[config.mk]
export PLATFORM = sky130hd
export DESIGN_NAME = flappy_game_ctrl
export DESIGN_NICKNAME = d
export VERILOG_FILES = /design/src/rtl/flappy_game_ctrl.sv
export SDC_FILE = /design/constraint.sdc
export NUM_CORES = 1
export LEC_CHECK = 0
export ABC_AREA = 1
export CORE_MARGIN = 5
export CORE_UTILIZATION = 45
export CTS_BUF_LIST = sky130_fd_sc_hd__clkbuf_16
export CTS_CLUSTER_SIZE = 20
export DETAILED_ROUTE_END_ITERATION = 7
export PLACE_DENSITY_LB_ADDON = 0.15
export SYNTH_ARGS = -nofsm -noshare
export SYNTH_HDL_FRONTEND = slang
export SYNTH_SLANG_ARGS = --single-unit
[constraint.sdc]
create_clock -name clk -period 5.35 [get_ports clk]
set_input_delay 1.3375 -clock clk [delete_from_list [all_inputs] [get_ports clk]]
set_output_delay 1.3375 -clock clk [all_outputs]
set_load 0.02 [all_outputs]
[src/rtl/flappy_game_ctrl.sv]
// rtl/flappy_game_ctrl.sv - frame-rate IDLE/PLAY/OVER sequencer owning bird, tube and score state
module flappy_game_ctrl #(
    parameter int TUBE_SPEED   = 2,
    parameter int TUBE_PITCH   = 220,
    parameter int GRAVITY      = 1,
    parameter int FLAP_VEL     = 7,
    parameter int MAX_FALL     = 8,
    parameter int BIRD_START_Y = 240,
    parameter int HOLD_FRAMES  = 60
) (
    input  logic       clk,
    input  logic       rst_n,
    input  logic       frame_tick,
    input  logic       flap,
    input  logic       loose,
    output logic [9:0] tube1_x,
    output logic [9:0] tube2_x,
    output logic [9:0] tube3_x,
    output logic [9:0] tube1_y,
    output logic [9:0] tube2_y,
    output logic [9:0] tube3_y,
    output logic [9:0] bird_y,
    output logic [7:0] score,
    output logic [1:0] state,
    output logic       game_over
);

    typedef enum logic [1:0] {
        S_IDLE = 2'b00,
        S_PLAY = 2'b01,
        S_OVER = 2'b10
    } state_t;

    localparam logic [9:0]        SPEED_X  = 10'(TUBE_SPEED);
    localparam logic [9:0]        WRAP_X   = 10'(3 * TUBE_PITCH - TUBE_SPEED);
    localparam logic [9:0]        PASS_X   = 10'd125;
    localparam logic [9:0]        START_Y  = 10'(BIRD_START_Y);
    localparam logic signed [5:0] FLAP_V   = 6'(-FLAP_VEL);
    localparam logic signed [5:0] MAX_V    = 6'(MAX_FALL);
    localparam logic signed [5:0] GRAV_V   = 6'(GRAVITY);
    localparam logic [6:0]        HOLD_V   = 7'(HOLD_FRAMES);
    localparam logic [29:0]       TX_RESET = {10'd840, 10'd620, 10'd400};
    localparam logic [29:0]       TY_RESET = {10'd240, 10'd190, 10'd140};

    state_t            state_q, state_d;
    logic [2:0][9:0]   tx_q, tx_d, ty_q, ty_d;
    logic [9:0]        bird_y_q, bird_y_d;
    logic signed [5:0] vel_q, vel_d;
    logic [7:0]        score_q, score_d;
    logic [6:0]        hold_q, hold_d;
    logic              flap_s1_q, flap_s1_d, flap_s2_q, flap_s2_d, flap_s3_q, flap_s3_d;
    logic              flap_pend_q, flap_pend_d;
    logic [15:0]       lfsr_q, lfsr_d;

    logic              flap_now;
    logic signed [10:0] bird_sum;
    logic signed [5:0] vel_inc;
    logic [1:0]        passes;
    logic [8:0]        score_sum;

    always_comb begin
        state_d     = state_q;
        tx_d        = tx_q;
        ty_d        = ty_q;
        bird_y_d    = bird_y_q;
        vel_d       = vel_q;
        score_d     = score_q;
        hold_d      = hold_q;
        flap_s1_d   = flap;
        flap_s2_d   = flap_s1_q;
        flap_s3_d   = flap_s2_q;
        passes      = 2'd0;
        bird_sum    = {1'b0, bird_y_q} + {{5{vel_q[5]}}, vel_q};
        vel_inc     = vel_q + GRAV_V;
        lfsr_d      = {1'b0, lfsr_q[15:1]} ^ (lfsr_q[0] ? 16'hB400 : 16'h0000);
        // A rising edge seen in the tick cycle counts as pending for that tick.
        flap_now    = flap_pend_q | (flap_s2_q & ~flap_s3_q);
        flap_pend_d = frame_tick ? 1'b0 : flap_now;

        if (frame_tick) begin
            unique case (state_q)
                S_IDLE: begin
                    if (flap_now) begin
                        state_d = S_PLAY;
                        score_d = 8'd0;
                        vel_d   = FLAP_V;
                    end
                end
                S_PLAY: begin
                    if (loose) begin
                        state_d = S_OVER;
                        hold_d  = 7'd0;
                    end else begin
                        if (bird_sum < 11'sd0)        bird_y_d = 10'd0;
                        else if (bird_sum > 11'sd455) bird_y_d = 10'd455;
                        else                          bird_y_d = bird_sum[9:0];
                        if (flap_now)            vel_d = FLAP_V;
                        else if (vel_inc > MAX_V) vel_d = MAX_V;
                        else                     vel_d = vel_inc;
                        for (int i = 0; i < 3; i++) begin
                            if (tx_q[i] < SPEED_X) begin
                                tx_d[i] = tx_q[i] + WRAP_X;
                                ty_d[i] = 10'd40 + {2'b00, lfsr_q[7:0]};
                            end else begin
                                tx_d[i] = tx_q[i] - SPEED_X;
                            end
                            if (tx_q[i] > PASS_X && tx_d[i] <= PASS_X) passes = passes + 2'd1;
                        end
                        score_sum = {1'b0, score_q} + {7'd0, passes};
                        score_d   = score_sum[8] ? 8'hFF : score_sum[7:0];
                    end
                end
                S_OVER: begin
                    if (hold_q < HOLD_V) begin
                        hold_d = hold_q + 7'd1;
                    end else if (flap_now) begin
                        state_d  = S_IDLE;
                        tx_d     = TX_RESET;
                        ty_d     = TY_RESET;
                        bird_y_d = START_Y;
                        vel_d    = 6'sd0;
                        hold_d   = 7'd0;
                    end
                end
                default: state_d = S_IDLE;
            endcase
        end
        score_sum = {1'b0, score_q} + {7'd0, passes};
    end

    always_ff @(posedge clk or negedge rst_n) begin
        if (!rst_n) begin
            state_q     <= S_IDLE;
            tx_q        <= TX_RESET;
            ty_q        <= TY_RESET;
            bird_y_q    <= START_Y;
            vel_q       <= 6'sd0;
            score_q     <= 8'd0;
            hold_q      <= 7'd0;
            flap_s1_q   <= 1'b0;
            flap_s2_q   <= 1'b0;
            flap_s3_q   <= 1'b0;
            flap_pend_q <= 1'b0;
            lfsr_q      <= 16'hACE1;
        end else begin
            state_q     <= state_d;
            tx_q        <= tx_d;
            ty_q        <= ty_d;
            bird_y_q    <= bird_y_d;
            vel_q       <= vel_d;
            score_q     <= score_d;
            hold_q      <= hold_d;
            flap_s1_q   <= flap_s1_d;
            flap_s2_q   <= flap_s2_d;
            flap_s3_q   <= flap_s3_d;
            flap_pend_q <= flap_pend_d;
            lfsr_q      <= lfsr_d;
        end
    end

    assign tube1_x   = tx_q[0];
    assign tube2_x   = tx_q[1];
    assign tube3_x   = tx_q[2];
    assign tube1_y   = ty_q[0];
    assign tube2_y   = ty_q[1];
    assign tube3_y   = ty_q[2];
    assign bird_y    = bird_y_q;
    assign score     = score_q;
    assign state     = state_q;
    assign game_over = (state_q == S_OVER);

endmodule

==> results of run 1 <==
-- worst register-to-register path: cells and delay by family, from the launching register on --
kind / cells / cell delay [ns]
AOI/OAI and AO/OA: 4 / 0.51
adders and majority gates: 3 / 0.61
xor gates and xnor gates: 1 / 0.21
buffers and inverters: 4 / 0.40
DFF: 1 / 0.44
and+or+nand+nor: 11 / 1.68
-- per-layer routing --
metal  up-vias  wire length, µm  GRT usage, %
met4         0              237         5.552
met5         -                0             0
met3        17              728         4.361
li1       2517                -             -
met1      2409             6947         25.86
met2       105             6614         29.45
-- cell families (layout without fill, tap and decap cells) --
group,Yosys count,in the layout,synth area share [%]
simple gates,320,320,23.81
fa+ha+maj,29,29,6.227
flops,107,107,44.89
compound gates,121,121,11.79
buf+inv,119,198,8.453
other cells,1,6,0.06180
xor+xnor,33,33,4.763
-- worst paths after layout --
check,from,endpoint,slack [ns],depth (start not counted)
max in group asynchronous,rst_n,tube2_x[6],3.20,2
hold / removal,lfsr_q[8],lfsr_q[7],0.35,0
hold reg to reg,lfsr_q[8],lfsr_q[7],0.35,0
min in group asynchronous,rst_n,hold_q[5],1.12,1
setup / recovery,tube1_x[3],score[2],1.45,23
setup reg to reg,tube1_x[3],score[2],1.45,23
-- placed cells by master (no fill, tap or decap), drive strengths merged --
cell type	n
a21boi	2
a21o	1
a21oi	25
a22oi	1
a31oi	10
and3	1
buf	2
bufinv	1
clkbuf	9
clkdlybuf4s50	78
clkinv	5
conb	6
dfrtp	70
dfstp	37
fa	2
ha	27
inv	103
nand2	178
nand3	36
nand3b	8
nand4	11
nor2	76
nor3	8
nor3b	1
o2111ai	1
o211ai	3
o21ai	53
o22ai	20
o31ai	4
o41ai	1
or2	1
xnor2	7
xor2	26
-- area by class of cell --
class	count	area (µm²)	area share (%)
clock buffer	9	225.2	3.097
multi-input combinational	509	2850	39.19
clock inverter	7	62.56	0.8603
sequential	107	2724	37.46
inverter	102	394.1	5.420
timing repair buffer	80	795.8	10.94
tap	176	220.2	3.028
-- report_power, final --
part           switching, mW  internal (mW)
Combinational           1.30          0.786
Clock                  0.290          0.358
Sequential             0.228           1.07
Total                   1.81           2.21
-- per-stage QoR --
step	utilization (%)	power, mW
final	54.91	4.024
after global routing	54.91	4.361
after CTS	54.91	4.047
after detailed placement	52.74	3.377
after global placement	52.74	3.338
after floorplan	-	2.695
-- state kept, by name, indices dropped and copies added (netlist names), 6 cells and up --
name	count
tube2_x	9
tube3_x	9
tube1_y	9
hold_q	7
lfsr_q	16
vel_q	6
tube2_y	9
tube3_y	9
score	8
tube1_x	9
bird_y	10
==> reports/metrics.csv, run 1 <==
metric,value,unit
status,"finished, final reports clean",
# diodes,0,
Power Density,553.3,nW/µm²
CP Max Fanout,9,
final worst path period share,72.87,%
worst setup margin,1.452,ns
Synth area leaders,"dfrtp_1 29%, dfstp_2 16%, nand2_1 10%",
H-tree Lvls,3,
"Distinct cells, synth",46,
max_slew headroom,38.69,%
"Arr. time, crit path",4.16,ns
post-route antenna net violation count,0,
Crit Path Class,reg2reg,
wire per inst,14.67,µm
Hold WS,0.3538,ns
CTS Hold Bufs,0,
"count leader, synth",nand2_1,
number of buffers created by CTS,9,
clk slew on worst S/H paths,0.07,ns
Fin. Hold Viols,0,
First DRT Iteration DRCs,363,
Final min period,3.898,ns
placer's final routability congestion estimate,0.8880,
clk root buf,clkbuf_16,
core area,13240,µm²
family with the most delay on the worst path,simple AND/OR/NAND/NOR gates,
dpl cell area,6984,µm²
Min-Delay Path Class,reg2reg,
CP Launch Type,register,
Max Transition Viols Final,0,
fin cells,990,
vias per std cell,5.099,
num rows,42,
post-CTS sizing,0,
Worst path max stage delay,0.44,ns
remaining global-route overflow,0,
number of synthesized flops with an enable pin,0,
Die Span Y,126.1,µm
Vias,5048,
gr usage total,18.72,%
FMAX,0.2565,GHz
slew at the pin closest to its max-slew limit,0.9196,ns
Area Growth Syn to Fin,19.83,%
Critical Path RT,5.62,ns
Syn Inst Count,730,
Final nets,843,
post-detail-place hpwl,10.78,mm
DRT Wirelength,14.53,mm
design area,7272,µm²
FILL cells,1208,
mapped cell area,6068,µm²
clock sinks,107,
leakage power,3.470,nW
initial antenna violation count,0,
pre-CTS setup slack,1.507,ns
Clock Skew,0.006217,ns
Worst-Skew Late Latency,0.34,ns
final setup vio count,0,
share of post-route cells with drive strength above 1,10.57,%
first-pass GRT wire length,24.65,mm
syn_area_per_cell,8.313,µm²
chain of cells forming the critical path,"inv_1, nand3_2, nor2_4, nand2_4, a21oi_2, xor2_1, o21ai_1, nor2_1, nand2_1, inv_1, ha_1, nand3b_1, nand2_1, ha_1, fa_1, nand2_1, nor2_1, inv_1, nor2_1, inv_1, nor3_1, a21oi_1, o21ai_0",
DRT Pass-1 Iters,5,
Yosys warnings,0,
Residual DRC,0,
placed cells,974,
"flops & latches, synth",107,
worst vdd ir,0.0002285,V
RSZ-0062 raised after global routing,false,
largest net degree at the start of global routing,76,
"Top FF cell, synth",dfrtp_1,
Max-cap violations,0,
CTS Buffer Depth,2,
I/O Buffers,79,
final setup TNS,0,ns
Initial Utilization,45.82,%
vias in the first global route,5019,
share of the synthesized area in the top cell type,28.87,%
most frequent CP cell,inv_1,
post-CTS setup buffers,0,
slowest library cell on the worst path,dfrtp_1,
io pins,86,
CTS tree,done,
"top cells by count, synth","169 x nand2_1, 94 x inv_1, 70 x dfrtp_1",
Yosys top cell by area,dfrtp_1,
register area share after synthesis,44.89,%
Crit. End Element,register,
Die Width,126.1,µm
Buf/Inv on CP,4,
total die area,15910,µm²
share of synthesized registers carrying an async set or reset,100.0,%
Note: power is estimated with default switching activity, not from simulation.
==> run 2: changes to the inputs <==
Clock period 5.35 ns to 4 ns, I/O delays scaled along.
==> reports/metrics.csv, run 2 (synthesis results as in run 1) <==
metric,value,unit,change
clock network fraction of design power,16.4,%,+0.3 points
Hold EP,flap_s2_q,,
chain of cells forming the critical path,"nand3b_4, nor2_2, nand2_4, inv_2, nor2_1, nand2_1, xnor2_2, nand3b_1, nand3_1, inv_1, ha_1, nand3b_1, nand2_1, ha_1, fa_1, nand2_1, nor2_1, inv_1, nor2_2, inv_1, nor3_4, o21ai_0, nand2_1",,
Hold Crit Start,flap_s1_q,,
Max Transition Viols Final,0,,unchanged
gr usage total,18.84,%,+0.12 points
CP Launch Type,register,,
Clock Skew,0.007836,ns,+0.001619 ns
Worst-Skew Late Latency,0.35,ns,about the same
Min-Delay Path Class,reg2reg,,
"commonest non-fill, non-tap cell in the layout",nand2_1,,
I/O Buffers,79,,unchanged
post-detail-place hpwl,10.60,mm,-1.7%
remaining global-route overflow,0,,unchanged
Residual DRC,0,,unchanged
Crit. End Element,register,,
Area Growth Syn to Fin,20.62,%,
final setup vio count,0,,unchanged
first-pass GRT wire length,24.65,mm,unchanged
RSZ-0062 raised after global routing,false,,
reg2reg setup slack,0.39,ns,-1.06 ns
most frequent CP cell,nand2_1,,
Initial Utilization,45.82,%,unchanged
fin util,55.27,%,+0.36 points
share of post-route cells with drive strength above 1,11.89,%,+1.3 points
slew at the pin closest to its max-slew limit,1.010,ns,+0.09058 ns
hold path depth,0,,unchanged
clk root buf,clkbuf_16,,
switching share of total power,45.00,%,-0.092 points
num rows,42,,unchanged
Die Span Y,126.1,µm,unchanged
FMAX,0.2771,GHz,+8.0%
Final nets,845,,+0.24%
# diodes,0,,unchanged
clock sinks,107,,unchanged
worst r2r dst,score[5],,
worst vdd ir,0.0004045,V,+77%
largest net degree at the start of global routing,83,,+9.2%
H-tree Lvls,3,,unchanged
Hold WS,0.3521,ns,-0.001676 ns
io pins,86,,unchanged
leakage power,3.489,nW,+0.57%
max reg flops,16,,unchanged
Max-cap violations,0,,unchanged
First DRT Iteration DRCs,390,,+7.4%
DRT Wirelength,14.45,mm,-0.55%
max_slew headroom,32.66,%,-6.0 points
DRT Pass-1 Iters,5,,unchanged
combinational power share,51.8,%,about the same
Vias,5038,,-0.20%
vias in the first global route,5033,,+0.28%
post-route antenna net violation count,0,,unchanged
Worst R2R Path Depth,23,,unchanged
"Arr. time, crit path",3.90,ns,-0.26 ns
Critical Path RT,4.29,ns,-1.33 ns
most frequent cells in the layout,"169 x nand2_1, 95 x inv_1, 78 x clkdlybuf4s50_1",,
Crit Path Class,reg2reg,,
Fin. Hold Viols,0,,unchanged
number of buffers created by CTS,9,,unchanged
Int Pwr,2.973,mW,+35%
status,"finished, final reports clean",,
largest reg by FF count,lfsr_q,,
total power,5.405,mW,+34%
core area,13240,µm²,unchanged
sequential power share,31.7,%,-0.4 points
CTS Buffer Depth,2,,unchanged
vias per std cell,5.079,,-0.40%
Power Density,738.5,nW/µm²,+33%
slowest library cell on the worst path,dfstp_2,,
final worst path period share,90.22,%,+17 points
Die Width,126.1,µm,unchanged
clk slew on worst S/H paths,0.07,ns,about the same
Net Switching,2.432,mW,+34%
wire per inst,14.56,µm,-0.75%
Worst path max stage delay,0.61,ns,+0.17 ns
CTS tree,done,,
total die area,15910,µm²,unchanged
CTS Hold Bufs,0,,unchanged
Final min period,3.609,ns,-0.2895 ns
placer's final routability congestion estimate,0.8991,,+1.3%
CP Max Fanout,8,,-1
final setup TNS,0,ns,unchanged
initial antenna violation count,0,,unchanged
worst r2r src,tube2_x[3],,
==> run 2: cell count changes in the layout (fill, tap and decap cells not counted), sizes merged <==
| cell | change |
|---|---|
| buf | +2 |
| clkinvlp | +1 |
| inv | -1 |
==> run 2: power by group through the flow <==
stage / Sequential, mW / Clock [mW] / Combinational [mW]
detailed placement: 1.72 / 0 / 2.79
floorplan: 1.93 / 0 / 1.67
CTS: 1.71 / 0.908 / 2.81
global route: 1.76 / 0.957 / 3.14
finish: 1.72 / 0.888 / 2.80
global placement: 1.71 / 0 / 2.76
==> run 2: worst max-delay path by stage <==
| stage | start | to | cells past startpoint |
|---|---|---|---|
| finish | tube2_x[3] | score[5] | 23 |
| global route | tube2_x[4] | score[0] | 22 |
| CTS | tube2_x[3] | score[2] | 23 |
| detailed placement | tube2_x[1] | score[2] | 24 |
| global placement | tube2_x[2] | score[5] | 22 |
| floorplan | tube2_x[2] | score[2] | 22 |
==> run 2: timing repair <==
action                                  in CTS  in global routing
endpoints found under the setup margin       0                  5
setup buffers                                0                  0
resized for setup                            0                  9
==> run 2: stage by stage <==
stage	setup slack, ns	instance area (µm²)	instances
floorplan	0.6687	6087	735
finish	0.3911	7320	992
CTS	0.1710	7292	992
global route	0.02903	7320	992
detailed placement	0.2217	6999	976
global placement	0.3961	6999	976
==> run 2: worst max-delay path: cells and delay by family (launching register included) <==
family                     cells  cell delay (ns)
AOI/OAI and AO/OA              1             0.13
xor gates and xnor gates       1             0.17
adders and majority gates      3             0.65
buffers and inverters          4             0.30
DFF                            1             0.61
and+or+nand+nor               14             1.70
==> run 2: final cells by class <==
class                      instances  area (µm²)
inverter                         102       394.1
timing repair buffer              82       810.8
clock inverter                     7       67.56
fill                            1215        5923
tap                              176       220.2
multi-input combinational        509        2874
sequential                       107        2728
clock buffer                       9       225.2
==> run 2: per-layer routing <==
layer,global-route usage [%],wire length (µm),vias up
met3,4.530,682,8
met2,29.89,6734,104
met1,25.99,6889,2402
met5,0,0,-
met4,4.984,142,0
li1,-,-,2524
==> run 3: changes to the inputs <==
Settings changed: CORE_UTILIZATION 45 to 44.
==> reports/metrics.csv, run 3 (synthesis results as in run 1) <==
metric,value,unit,change
family with the most delay on the worst path,simple AND/OR/NAND/NOR gates,,
First DRT Iteration DRCs,321,,-18%
CP Launch Type,register,,
CTS Hold Bufs,0,,unchanged
DRT Wirelength,14.47,mm,+0.18%
Area Growth Syn to Fin,21.07,%,
largest reg by FF count,lfsr_q,,
worst setup margin,0.4498,ns,+0.05864 ns
CTS tree,done,,
slowest library cell on the worst path,dfstp_2,,
area of the multi-input gates,2864,µm²,-0.35%
RSZ-0062 raised after global routing,false,,
most frequent cells in the layout,"169 x nand2_1, 95 x inv_1, 78 x clkdlybuf4s50_1",,
# diodes,0,,unchanged
core area,13720,µm²,+3.6%
Initial Utilization,44.23,%,-1.6 points
"commonest non-fill, non-tap cell in the layout",nand2_1,,
largest net degree at the start of global routing,78,,-6.0%
Crit Path Class,reg2reg,,
Final nets,845,,unchanged
Buf/Inv on CP,4,,unchanged
slew at the pin closest to its max-slew limit,0.7847,ns,-0.2254 ns
Min-Delay Path Class,reg2reg,,
grt met3 use,3.303,%,-1.2 points
num rows,43,,+2.4%
placer's final routability congestion estimate,0.8978,,-0.14%
max reg flops,16,,unchanged
number of buffers created by CTS,9,,unchanged
H-tree Lvls,3,,unchanged
share of post-route cells with drive strength above 1,11.40,%,-0.49 points
Fin. Hold Viols,0,,unchanged
vias in the first global route,5145,,+2.2%
chain of cells forming the critical path,"nand3b_4, nor2_2, nand2_4, inv_2, nor2_1, nand2_1, xnor2_1, nand3b_1, nand3_1, inv_1, ha_1, nand3b_1, nand2_1, ha_1, fa_1, nand2_1, nor2_1, inv_1, nor2_2, inv_1, nor3_4, a21oi_1, o21ai_0",,
io pins,86,,unchanged
Crit. End Element,register,,
wire per inst,14.53,µm,-0.22%
CTS Buffer Depth,2,,unchanged
Final min period,3.550,ns,-0.05864 ns
status,"finished, final reports clean",,
Residual DRC,0,,unchanged
grt peak-use layer,met2,,
fin cells,996,,+0.40%
gr usage total,18.50,%,-0.34 points
remaining global-route overflow,0,,unchanged
Hold WS,0.3580,ns,+0.005908 ns
Max-cap violations,0,,unchanged
worst vdd ir,0.0002911,V,-28%
vias per std cell,5.094,,+0.31%
leakage power,3.511,nW,+0.62%
post-CTS setup buffers,0,,unchanged
clk root buf,clkbuf_16,,
post-detail-place hpwl,10.67,mm,+0.59%
post-CTS sizing,0,,unchanged
final setup TNS,0,ns,unchanged
Storage cell area,2724,µm²,-0.14%
I/O Buffers,79,,unchanged
Max Transition Viols Final,0,,unchanged
FILL cells,1264,,+4.0%
clock sinks,107,,unchanged
Worst path max stage delay,0.60,ns,about the same
final setup vio count,0,,unchanged
placed cells,980,,+0.41%
Critical Path RT,4.26,ns,-0.03 ns
FMAX,0.2817,GHz,+1.7%
total die area,16240,µm²,+2.1%
initial antenna violation count,0,,unchanged
max_slew headroom,47.63,%,+15 points
fin util,53.55,%,-1.7 points
CP Max Fanout,8,,unchanged
DRT Pass-1 Iters,4,,-1
Die Span Y,127.4,µm,+1.0%
clk slew on worst S/H paths,0.07,ns,about the same
Power Density,746.1,nW/µm²,+1.0%
Vias,5074,,+0.71%
first-pass GRT wire length,24.71,mm,+0.25%
Clock Skew,0.006945,ns,-0.0008909 ns
final worst path period share,88.76,%,-1.5 points
Die Width,127.4,µm,+1.0%
GR Layer Usage met1,25.86,%,-0.14 points
post-route antenna net violation count,0,,unchanged
Worst-Skew Late Latency,0.35,ns,about the same
M2 GR Usage,28.34,%,-1.6 points
pre-CTS setup slack,0.1744,ns,-0.04723 ns
"Arr. time, crit path",3.81,ns,-0.09 ns
==> run 3: cell type report <==
| class | count | share of cell area (%) |
|---|---|---|
| multi-input combinational | 509 | 38.98 |
| tap | 180 | 3.065 |
| clock inverter | 7 | 1.243 |
| inverter | 102 | 5.364 |
| sequential | 107 | 37.07 |
| clock buffer | 9 | 3.065 |
| timing repair buffer | 82 | 11.21 |
==> run 3: metal layers <==
layer,wire (µm),part of all wire (%)
met1,6945,48
met2,6453,45
met4,395,2.7
met3,680,4.7
met5,0,0
==> run 3: worst reg2reg max path, delay by kind of cell (launching register included) <==
family / cells / cell delay, ns
AOI/OAI and AO/OA: 2 / 0.23
xor gates and xnor gates: 1 / 0.19
adders and majority gates: 3 / 0.64
buffers and inverters: 4 / 0.29
DFF: 1 / 0.60
and+or+nand+nor: 13 / 1.52
==> run 3: metrics by stage <==
stage	total power [mW]	area, µm²
3_3_place_gp	4.491	7017
5_1_grt	5.947	7347
3_5_place_dp	4.533	7017
6_report	5.482	7347
4_1_cts	5.523	7333
2_1_floorplan	3.605	6087
==> run 3: power breakdown <==
part	internal [mW]	total (mW)	switching [mW]
Sequential	1.42	1.72	0.292
Clock	0.549	0.959	0.409
Combinational	1.06	2.81	1.74
Total	3.04	5.48	2.44
==> run 3: worst paths after layout <==
path | slack (ns) | start | end | cells past startpoint
worst max register to register | 0.45 | tube2_x[3] | score[2] | 23
max in group asynchronous | 2.64 | rst_n | tube3_y[7] | 2
worst min register to register | 0.36 | flap_s1_q | flap_s2_q | 0
min in group asynchronous | 0.59 | rst_n | bird_y[8] | 1
worst max-delay path | 0.45 | tube2_x[3] | score[2] | 23
worst min-delay path | 0.36 | flap_s1_q | flap_s2_q | 0
